[src/rtl/jk_down_counter.sv]
// Reloadable down counter built from per-bit JK cells; all state changes on the falling edge of clk.
// Load and decrement take effect at the edge where they are sampled. There is no backpressure: en gates counting.

module jk_cell (
    input  logic clk,
    input  logic j,
    input  logic k,
    output logic q
);
    always_ff @(negedge clk) begin
        case ({j, k})
            2'b01:   q <= 1'b0;
            2'b10:   q <= 1'b1;
            2'b11:   q <= ~q;
            default: q <= q;
        endcase
    end
endmodule

module jk_down_counter #(
    parameter int WIDTH = 3
) (
    input  logic             clk,
    input  logic             rst,
    input  logic             en,
    input  logic             load,
    input  logic [WIDTH-1:0] load_val,
    input  logic             one_shot,
    output logic [WIDTH-1:0] q,
    output logic             zero,
    output logic             borrow,
    output logic             done
);
    logic [WIDTH-1:0] t;
    logic [WIDTH-1:0] j;
    logic [WIDTH-1:0] k;
    logic             at_one;
    logic             hold_zero;
    logic             wrap;

    assign zero      = (q == '0);
    assign at_one    = (q == WIDTH'(1));
    assign hold_zero = en & one_shot & zero;
    assign wrap      = en & ~one_shot & zero;

    // Bit i toggles when every lower bit is 0, which is where a borrow propagates through.
    assign t[0] = en;
    for (genvar i = 1; i < WIDTH; i++) begin : g_toggle
        assign t[i] = en & ~(|q[i-1:0]);
    end

    // Reset and load are expressed as forced J/K values, so the cells stay plain JK flops.
    always_comb begin
        j = t;
        k = t;
        if (rst) begin
            j = '0;
            k = '1;
        end else if (load) begin
            j = load_val;
            k = ~load_val;
        end else if (hold_zero) begin
            j = '0;
            k = '0;
        end
    end

    for (genvar i = 0; i < WIDTH; i++) begin : g_cell
        jk_cell u_cell (
            .clk (clk),
            .j   (j[i]),
            .k   (k[i]),
            .q   (q[i])
        );
    end

    always_ff @(negedge clk) begin
        if (rst) begin
            borrow <= 1'b0;
            done   <= 1'b0;
        end else if (load) begin
            borrow <= 1'b0;
            done   <= 1'b0;
        end else begin
            borrow <= wrap;
            if (en & one_shot & (zero | at_one)) begin
                done <= 1'b1;
            end
        end
    end
endmodule
[config.mk]
export PLATFORM = sky130hd
export DESIGN_NAME = jk_down_counter
export DESIGN_NICKNAME = d
export VERILOG_FILES = /design/src/rtl/jk_down_counter.sv
export SDC_FILE = /design/constraint.sdc
export NUM_CORES = 1
export LEC_CHECK = 0
export CAP_MARGIN = 20
export CORE_AREA = 2 2 39 41
export DETAILED_ROUTE_END_ITERATION = 10
export DIE_AREA = 0 0 41 43
export SLEW_MARGIN = 10
export SYNTH_ARGS = -nofsm -noshare
export SYNTH_HDL_FRONTEND = slang
export SYNTH_HIERARCHICAL = 1
export SYNTH_SLANG_ARGS = --single-unit
[constraint.sdc]
create_clock -name clk -period 3.73 [get_ports clk]
set_input_delay 0.373 -clock clk [delete_from_list [all_inputs] [get_ports clk]]
set_output_delay 0.373 -clock clk [all_outputs]
set_load 0.01 [all_outputs]
Word level (Yosys, flattened, before mapping)
Cells that the tools add are included.
- flip-flop bits (word level): 5
- latch bits: 0
- memory bits (writable): 0
- bits in read-only memories: 0
- input bits: 8
- output and inout bits: 6
- logic and storage cells: 43
- memories: 0
- $add $sub $neg: 0
- $mul: 0
- div/mod/pow operators: 0
- $lt $le $gt $ge: 0
- eq/ne operators: 10
- shift operators: 0
- mux-type cells: 8
- bitwise operators: 14
- reductions and logical operators: 6
- operator list (cell ; count):
    3-bit two-way mux ; 5
    2-bit equality test (second input constant) ; 6
    1-bit one-hot mux with 3 select lines ; 3
    3-bit nonzero test ; 3
    1-bit AND ; 7
    2-bit by 1-bit equality test with 1-bit output (second input constant) ; 3
    1-bit NOT ; 5
    2-bit OR reduction ; 2
    3-bit by 1-bit equality test with 1-bit output (second input constant) ; 1
    3-bit logical NOT ; 1
    3-bit NOT ; 1
    1-bit bitwise OR ; 1

Longest topological paths before layout
Gate-level depths: netlist of the first run.
- depth in word-level cells: 8
- gate-level depth with buffers: 4
- depth with buffers taken out: 3

Cells and area by module
Netlist of the first run, hierarchy kept.
- modules (own cells, without submodules) (module ; times used ; cells each ; area an instance (µm²) ; seq. area each (µm²)):
    jk_down_counter ; 1 ; 29 ; 272.8 ; 40.0
    jk_cell ; 3 ; 4 ; 47.5 ; 30.0

==> results of run 1 <==
-- metrics by stage --
| step | instance area (um^2) | instances |
|---|---|---|
| after global routing | 615.6 | 78 |
| after detailed placement | 586.8 | 73 |
| after CTS | 615.6 | 78 |
| after global placement | 586.8 | 73 |
| after floorplan | 415.4 | 41 |
| final | 615.6 | 78 |
-- sequential cells by signal, summed over array words and instances (netlist names) --
signal,count
g_cell.u_cell/q,3
borrow,1
done,1
-- metal layers --
layer	global-route usage (%)	share of wire [%]	vias up
met5	0	0	-
met4	10.00	0	0
met3	6.283	3.6	0
met2	16.25	49	9
met1	15.53	48	180
li1	-	-	196
-- cell families after synthesis --
| kind of cell | Yosys count | synth area share (%) |
|---|---|---|
| AO/OA/AOI/OAI | 10 | 22.59 |
| buffers and inverters | 9 | 10.24 |
| flip-flops | 5 | 31.33 |
| AND/OR/NAND/NOR | 17 | 35.84 |
-- synthesized netlist by cell type, drive strengths merged, types with 2 or more instances --
cell type and n:
dfxtp 2, or2 3, nor3b 2, nand3b 2, buf 2, nand2b 3
a21boi 3, nor4b 3, edfxtp 3, inv 7
-- path summary, 6_finish.rpt --
check	slack (ps)	end	cells after the start	startpoint
worst min-delay path	510	done	1	done
worst max register to register	2170	g_cell[0].u_cell/q	4	g_cell[0].u_cell/q
worst min register to register	510	done	1	done
worst max-delay path	130	q[1]	2	g_cell[1].u_cell/q
-- cell usage in the layout, fill, tap and decap left out, drive strengths merged --
| cell type | synthesis | final |
|---|---|---|
| edfxtp | 3 | 3 |
| a32o | 1 | 1 |
| o31ai | 1 | 1 |
| o211a | 1 | 1 |
| or2 | 3 | 3 |
| buf | 2 | 5 |
| nor3b | 2 | 2 |
| a221o | 1 | 1 |
| clkbuf | 0 | 3 |
| nor4b | 3 | 3 |
| o221ai | 1 | 1 |
| nor3 | 1 | 1 |
| nor2 | 1 | 1 |
| nand3b | 2 | 2 |
| nor4bb | 1 | 1 |
| o311ai | 1 | 1 |
| dfxtp | 2 | 2 |
| o41ai | 1 | 1 |
| a21boi | 3 | 3 |
| dlygate4sd2 | 0 | 1 |
| inv | 7 | 9 |
| nand2b | 3 | 3 |
| clkdlybuf4s50 | 0 | 12 |
| nor2b | 1 | 1 |
-- where the power goes --
group	internal [mW]	total (mW)	switching, mW
clock	0.0452	0.0828	0.0377
sequential	0.0648	0.0680	0.00318
combinational	0.0360	0.0646	0.0286
-- cell type report --
class	instances	area [um^2]	area share [%]
Multi-Input combinational cell	27	242.7	39.43
Inverter	3	11.26	1.829
Clock buffer	3	22.52	3.659
Tap cell	16	20.02	3.252
Timing Repair Buffer	18	166.4	27.03
Sequential cell	5	130.1	21.14
Clock inverter	6	22.52	3.659
-- worst register-to-register path, stage by stage (launching register included) --
cell and delay, ps:
edfxtp_1 390, buf_4 180, nor4b_2 330, o221ai_1 170, or2_1 250
==> metrics.txt, run 1 <==
outcome completed; Synth top area share 21.69%; Synth area leaders edfxtp_1 22%, dfxtp_1 9.6%, nor4b_2 7.2%, inv_1 6.3%, a21boi_0 5.4%; unrepaired setup endpoints after global routing no; Detailed Routing Iterations Pass 1 3; total power 0.2154 mW; # H-tree levels 1; Req. time, crit path 3360 ps; CP Launch Type flip-flop; setup_tns 0 ps; PortBufs 13; post-cts hold buffer count 0; delay-heaviest family, CP buffers and inverters; #FFs+latches synth 5; crit path DAT 3220 ps; synthesis warning total 6; total gr overflow 0; initial antenna violation count 0; synth unique cells 25; DRC viols 0; Peak VDD IR 0.1219 mV; worst setup path class flip-flop to output pin; ratio of cells with drive above 1 in the final layout 22.58%; slowest stage cell on the critical path clkdlybuf4s50_1; DP Wirelength 724 um; syn avg cell area 10.13 um^2; sequential area share after synthesis 31.33%; Vias 385; Synth Net Count 49; Sink Count 5; vias per cell 4.936; fin nets 71; io pins 14; Final Util 44.48%; CP cell instances buf_4 -> clkdlybuf4s50_1; gr usage total 12.78%; Post-synth EDFFs 3; PD cells 349.9 nW/um^2; Core ar. 1384 um^2; max_slew headroom 80.73%; PnR worst setup slack 133.5 ps; CTS Buffer Depth 2; CP bufs+invs 2; Main synth FF type edfxtp_1; Die Wd 41 um; Die H 43 um; Skew-Pair Late Insertion Delay 300 ps; die area 1763 um^2; Synth Cell Area 415.4 um^2; Synth Instances 41; Routability Congestion 0.6705; Critical Path Fanout Max 7; Static Leak 0.2674 nW; setup violators final 0; Final Skew 2.793 ps; Antenna Nets Post-Route 0; Hold Vio Cnt, Final 0; worst slack, placed -9.440 ps; Worst-Margin Slew 284.6 ps; diode count 0; Async SR Flop Fraction 0%; Worst Setup End Kind output pin; post-CTS sizing 1; # fillers 144; Initial Utilization 30.02%; largest net degree at the start of global routing 8; final hold slack 508.9 ps; DR WL/cell 11.76 um; total CTS buffers 3; Total Wirelength 917 um; CTS tree done; maximum capacitance violations 0; synthesis-to-layout area growth 48.19%; total setup buffers inserted after CTS 0; vias in the first global route 370; first-pass GRT wire length 1476 um; Critical Path Max Stage Delay 540 ps; worst hold path class flip-flop to flip-flop; DR iter-0 viols 10; CTS root buf clkbuf_4; cell taking the most area after synthesis edfxtp_1; Reg clk slew, reported paths 30 ps; Slew Viols, Final 0; row count 14
(Power assumes the default switching activity.)
==> run 2, diff against run 1 <==
Settings changed: CAP_MARGIN 20 to not set.
==> results of run 2 <==
Same layout as run 1: the final DEF is identical, and so are final timing and power.
==> RTL edit 1: new RTL, flow settings as in run 2 <==
Change the parameter `WIDTH` from 3 to 2.
--- a/src/rtl/jk_down_counter.sv
+++ b/src/rtl/jk_down_counter.sv
@@ -19,5 +19,5 @@
 
 module jk_down_counter #(
-    parameter int WIDTH = 3
+    parameter int WIDTH = 2
 ) (
     input  logic             clk,
Interface: changed (resized load_val and q); port bits go from 14 to 12. The function was not compared with the original's and may differ.
==> RTL edit 1 against run 2 <==
Design area is 24% lower. Core utilization is 11 points lower. Wire length down 27%. Power shrank 19%. Highest routed layer is now met4. Clock power is 8.9% lower. Sequential share of layout area grew 0.20 points. Count of clock-buffer cells in the layout unchanged. Sequential cell count is 1 lower. Sequential power down 23%. Global-route usage fell by 3.1 points. Setup slack worse by 31 ps. Synthesized area decreased by 30%.
==> RTL edit 1: results <==
# TYPE chip_impl_metric gauge
chip_impl_metric{name="critPathMaxFanout",unit=""} 2
chip_impl_metric{name="maxSlewViolCount",unit=""} 0
chip_impl_metric{name="routed_wl",unit="um"} 669
chip_impl_metric{name="ys_types",unit=""} 17
chip_impl_metric{name="seq_area_frac_synth",unit="%"} 34.5
chip_impl_info{name="critPathSlowestCell",value="sky130_fd_sc_hd__clkdlybuf4s50_1"} 1
chip_impl_metric{name="clock_pin_transition_on_the_worst_setup_and_hold_timing_paths",unit="ps"} 70
chip_impl_metric{name="buffer_ports.inserted",unit=""} 11
chip_impl_metric{name="net_count_synth",unit=""} 35
chip_impl_info{name="r2r_start",value="g_cell[0].u_cell/q"} 1
chip_impl_metric{name="dpl.hpwl",unit="um"} 489
chip_impl_metric{name="first_global_vias",unit=""} 311
chip_impl_metric{name="postCtsResizedCells",unit=""} 0
chip_impl_metric{name="max_slew.worst_pin.slew",unit="ps"} 296
chip_impl_metric{name="pin_count_of_the_biggest_net_entering_global_routing",unit=""} 8
chip_impl_metric{name="synth-edff-count",unit=""} 2
chip_impl_metric{name="final.fill_count",unit=""} 154
chip_impl_metric{name="detailedPlace.worstSlack",unit="ps"} 97.1
chip_impl_metric{name="finish.net_count",unit=""} 55
chip_impl_metric{name="final_layout_size_suffix_gt1_share",unit="%"} 26.1
chip_impl_info{name="run_status",value="completed"} 1
chip_impl_info{name="critical_path.startpoint",value="g_cell[1].u_cell/q"} 1
chip_impl_metric{name="grt_pass1_wl",unit="mm"} 1.12
chip_impl_metric{name="timing.clock.skew",unit="ps"} 30.2
chip_impl_metric{name="clk-insertion-delay-late",unit="ps"} 320
chip_impl_metric{name="numCtsBuffers",unit=""} 3
chip_impl_metric{name="vias",unit=""} 279
chip_impl_metric{name="critPathArrivalTime",unit="ps"} 3250
chip_impl_info{name="clockRootBuffer",value="sky130_fd_sc_hd__clkbuf_4"} 1
chip_impl_metric{name="grt_util_all_layers",unit="%"} 9.64
chip_impl_metric{name="share_of_synthesized_flip_flops_with_an_asynchronous_set_or_reset",unit="%"} 0
chip_impl_info{name="ranking_of_synthesized_cells_by_area",value="sky130_fd_sc_hd__edfxtp_1, sky130_fd_sc_hd__dfxtp_1, sky130_fd_sc_hd__inv_1"} 1
chip_impl_info{name="post_synth_most_frequent_cells",value="sky130_fd_sc_hd__inv_1, sky130_fd_sc_hd__nand3b_1"} 1
chip_impl_info{name="layout_top_registers",value="g_cell.u_cell/q: 2 flops, borrow: 1 flops, done: 1 flops"} 1
chip_impl_metric{name="static-leakage-power",unit="nW"} 0.191
chip_impl_metric{name="gpl.final_weighted_congestion",unit=""} 0.710
chip_impl_metric{name="worst_ir_drop_on_vdd",unit="V"} 0.0000731
RTL edit 1: worst min-delay path, delay by kind of cell, from the launching register on:
| kind | cells | cell delay [ps] |
|---|---|---|
| AO/OA/AOI/OAI | 1 | 50 |
| flip-flops | 1 | 300 |
| buffers and inverters | 1 | 50 |
RTL edit 1: stage by stage:
stage          instance area, um^2  std cells
3_5_place_dp                   443         58
5_1_grt                        469         62
4_1_cts                        469         62
6_report                       469         62
3_3_place_gp                   443         58
2_1_floorplan                  290         28
RTL edit 1: cell families (layout without fill, tap and decap cells):
logic type | count (synthesis) | in the layout | synth area share, %
buffers and inverters | 6 | 24 | 7.76
and+or+nand+nor | 11 | 11 | 33.2
AOI/OAI and AO/OA | 7 | 7 | 24.6
DFF | 4 | 4 | 34.5
RTL edit 1: path summary, 6_finish.rpt:
check | cells after the start | end | slack, ps
max | 2 | zero | 100
min | 2 | done | 440
max reg2reg | 4 | g_cell[0].u_cell/q | 2300
min reg2reg | 2 | done | 440
RTL edit 1: layout make-up:
cell class,count,share of cell area (%)
well taps,16,4.27
flip-flops and latches,4,21.3
repair buffers,14,28.3
multi-input cells,18,35.7
inverters,3,2.40
clock inverters,4,3.20
clock buffers,3,4.80
RTL edit 1: where the power goes:
part	internal, mW	switching, mW	total [mW]	leakage, nW
logic	0.0267	0.0199	0.0466	0.117
registers	0.0504	0.00186	0.0523	0.0381
clock network	0.0421	0.0332	0.0754	0.0351
total	0.119	0.0550	0.174	0.191
RTL edit 1: layer usage:
| layer | part of all wire [%] | global-route usage [%] |
|---|---|---|
| met1 | 45 | 10.6 |
| met2 | 40 | 11.9 |
| met3 | 6.0 | 1.05 |
| met4 | 7.9 | 15.3 |
| met5 | 0 | 0 |
==> RTL edit 2: new RTL, flow settings as in run 2 <==
Without the edit above. Make the reset (`rst`) asynchronous in one clocked block.
--- a/src/rtl/jk_down_counter.sv
+++ b/src/rtl/jk_down_counter.sv
@@ -75,5 +75,5 @@
     end
 
-    always_ff @(negedge clk) begin
+    always_ff @(negedge clk or posedge rst) begin
         if (rst) begin
             borrow <= 1'b0;
Formal check against the unedited RTL: differs if rst is asserted again (counterexample within 4 cycles, from zero or initial values and one cycle with rst high); with rst held inactive, the same outputs for 10 cycles.
==> RTL edit 2 against run 2 <==
Sequential cell count stayed put. Synthesized area is 7.5% lower. Wire length is 1.9% higher. Setup slack worse by 3.5 ps. Design area is 1.2% higher. Global-route usage is 0.93 points higher. Synthesized cell count is 9.8% lower. Power is 2.2% lower. Highest routed layer is now met4.
==> RTL edit 2: results <==
# TYPE chip_impl_metric gauge
chip_impl_info{name="ranking_of_synthesized_cells_by_area",value="sky130_fd_sc_hd__edfxtp_1, sky130_fd_sc_hd__dfrtn_1, sky130_fd_sc_hd__a21boi_0"} 1
chip_impl_metric{name="grt_pass1_wl",unit="mm"} 1.63
chip_impl_metric{name="met3_length",unit="um"} 55
chip_impl_metric{name="postLayoutCoreUtil",unit="%"} 45.0
chip_impl_metric{name="grt_util_all_layers",unit="%"} 13.7
chip_impl_metric{name="critPathArrivalTime",unit="ps"} 3230
chip_impl_metric{name="routed_wl",unit="um"} 934
chip_impl_info{name="maxUsedRoutingLayer",value="met4"} 1
chip_impl_info{name="post_synth_most_frequent_cells",value="sky130_fd_sc_hd__inv_1, sky130_fd_sc_hd__a21boi_0, sky130_fd_sc_hd__edfxtp_1, sky130_fd_sc_hd__nand2b_1, sky130_fd_sc_hd__or2_1"} 1
chip_impl_metric{name="detailedRoute.firstPassIterationCount",unit=""} 4
chip_impl_metric{name="detailroute.wirelength.met2",unit="um"} 440
chip_impl_metric{name="seq_area_frac_synth",unit="%"} 36.5
chip_impl_info{name="hold_path_end",value="done"} 1
chip_impl_info{name="hold_path_startpoint",value="done"} 1
chip_impl_metric{name="dpl.hpwl",unit="um"} 778
chip_impl_metric{name="share_of_synthesized_flip_flops_with_an_asynchronous_set_or_reset",unit="%"} 40.0
chip_impl_metric{name="met3_usage",unit="%"} 1.57
chip_impl_metric{name="initialDrtViolationCount",unit=""} 5
chip_impl_metric{name="worst_r2r_path_depth",unit=""} 5
chip_impl_metric{name="worst_ir_drop_on_vdd",unit="V"} 0.000139
chip_impl_info{name="run_status",value="completed"} 1
chip_impl_metric{name="reg2reg_setup_slack",unit="ps"} 2070
chip_impl_metric{name="slew-limit-headroom",unit="%"} 80.0
chip_impl_info{name="timing.rr.end",value="g_cell[2].u_cell/q"} 1
chip_impl_metric{name="grt_use_met2",unit="%"} 19.7
chip_impl_metric{name="ys_types",unit=""} 22
chip_impl_metric{name="first_global_vias",unit=""} 403
RTL edit 2: power by group:
part | switching (mW) | internal, mW | leakage (nW)
clock network | 0.0305 | 0.0421 | 0.0351
logic | 0.0286 | 0.0397 | 0.189
registers | 0.00400 | 0.0658 | 0.0601
RTL edit 2: per-stage QoR:
| step | hold slack (ps) | worst slack [ps] | power (mW) | instances | setup TNS, ps |
|---|---|---|---|---|---|
| global placement | 436 | 30.9 | 0.148 | 73 | 0 |
| CTS | 461 | 4.60 | 0.214 | 77 | 0 |
| global route | 486 | 61.2 | 0.227 | 78 | 0 |
| floorplan | 491 | 575 | 0.109 | 37 | 0 |
| detailed placement | 461 | -4.21 | 0.148 | 73 | -4.21 |
| finish | 451 | 130 | 0.211 | 78 | 0 |
RTL edit 2: cell families (layout without fill, tap and decap cells):
| group | after synthesis | after routing | share of synthesized area [%] |
|---|---|---|---|
| compound gates | 10 | 10 | 23.8 |
| simple gates | 16 | 16 | 33.9 |
| buf+inv | 6 | 31 | 5.86 |
| flops | 5 | 5 | 36.5 |
RTL edit 2: layout make-up:
cell class / instances / area (um^2)
sequential: 5 / 140
clock inverter: 4 / 15.0
multi-input combinational: 26 / 221
inverter: 3 / 11.3
fill: 146 / 761
tap: 16 / 20.0
clock buffer: 3 / 22.5
timing repair buffer: 21 / 193
RTL edit 2: how the worst max path moves through the flow:
stage,from,end,depth (start not counted)
after floorplan,en,g_cell[2].u_cell/q,3
after global placement,load,g_cell[1].u_cell/q,4
after detailed placement,load,g_cell[1].u_cell/q,4
after CTS,g_cell[0].u_cell/q,zero,2
after global routing,g_cell[1].u_cell/q,q[1],2
final,g_cell[0].u_cell/q,q[0],2
RTL edit 2: timing repair:
action                                  in CTS  in global routing
gates resized for setup                      0                  1
setup buffers                                0                  1
endpoints found under the setup margin       0                  1
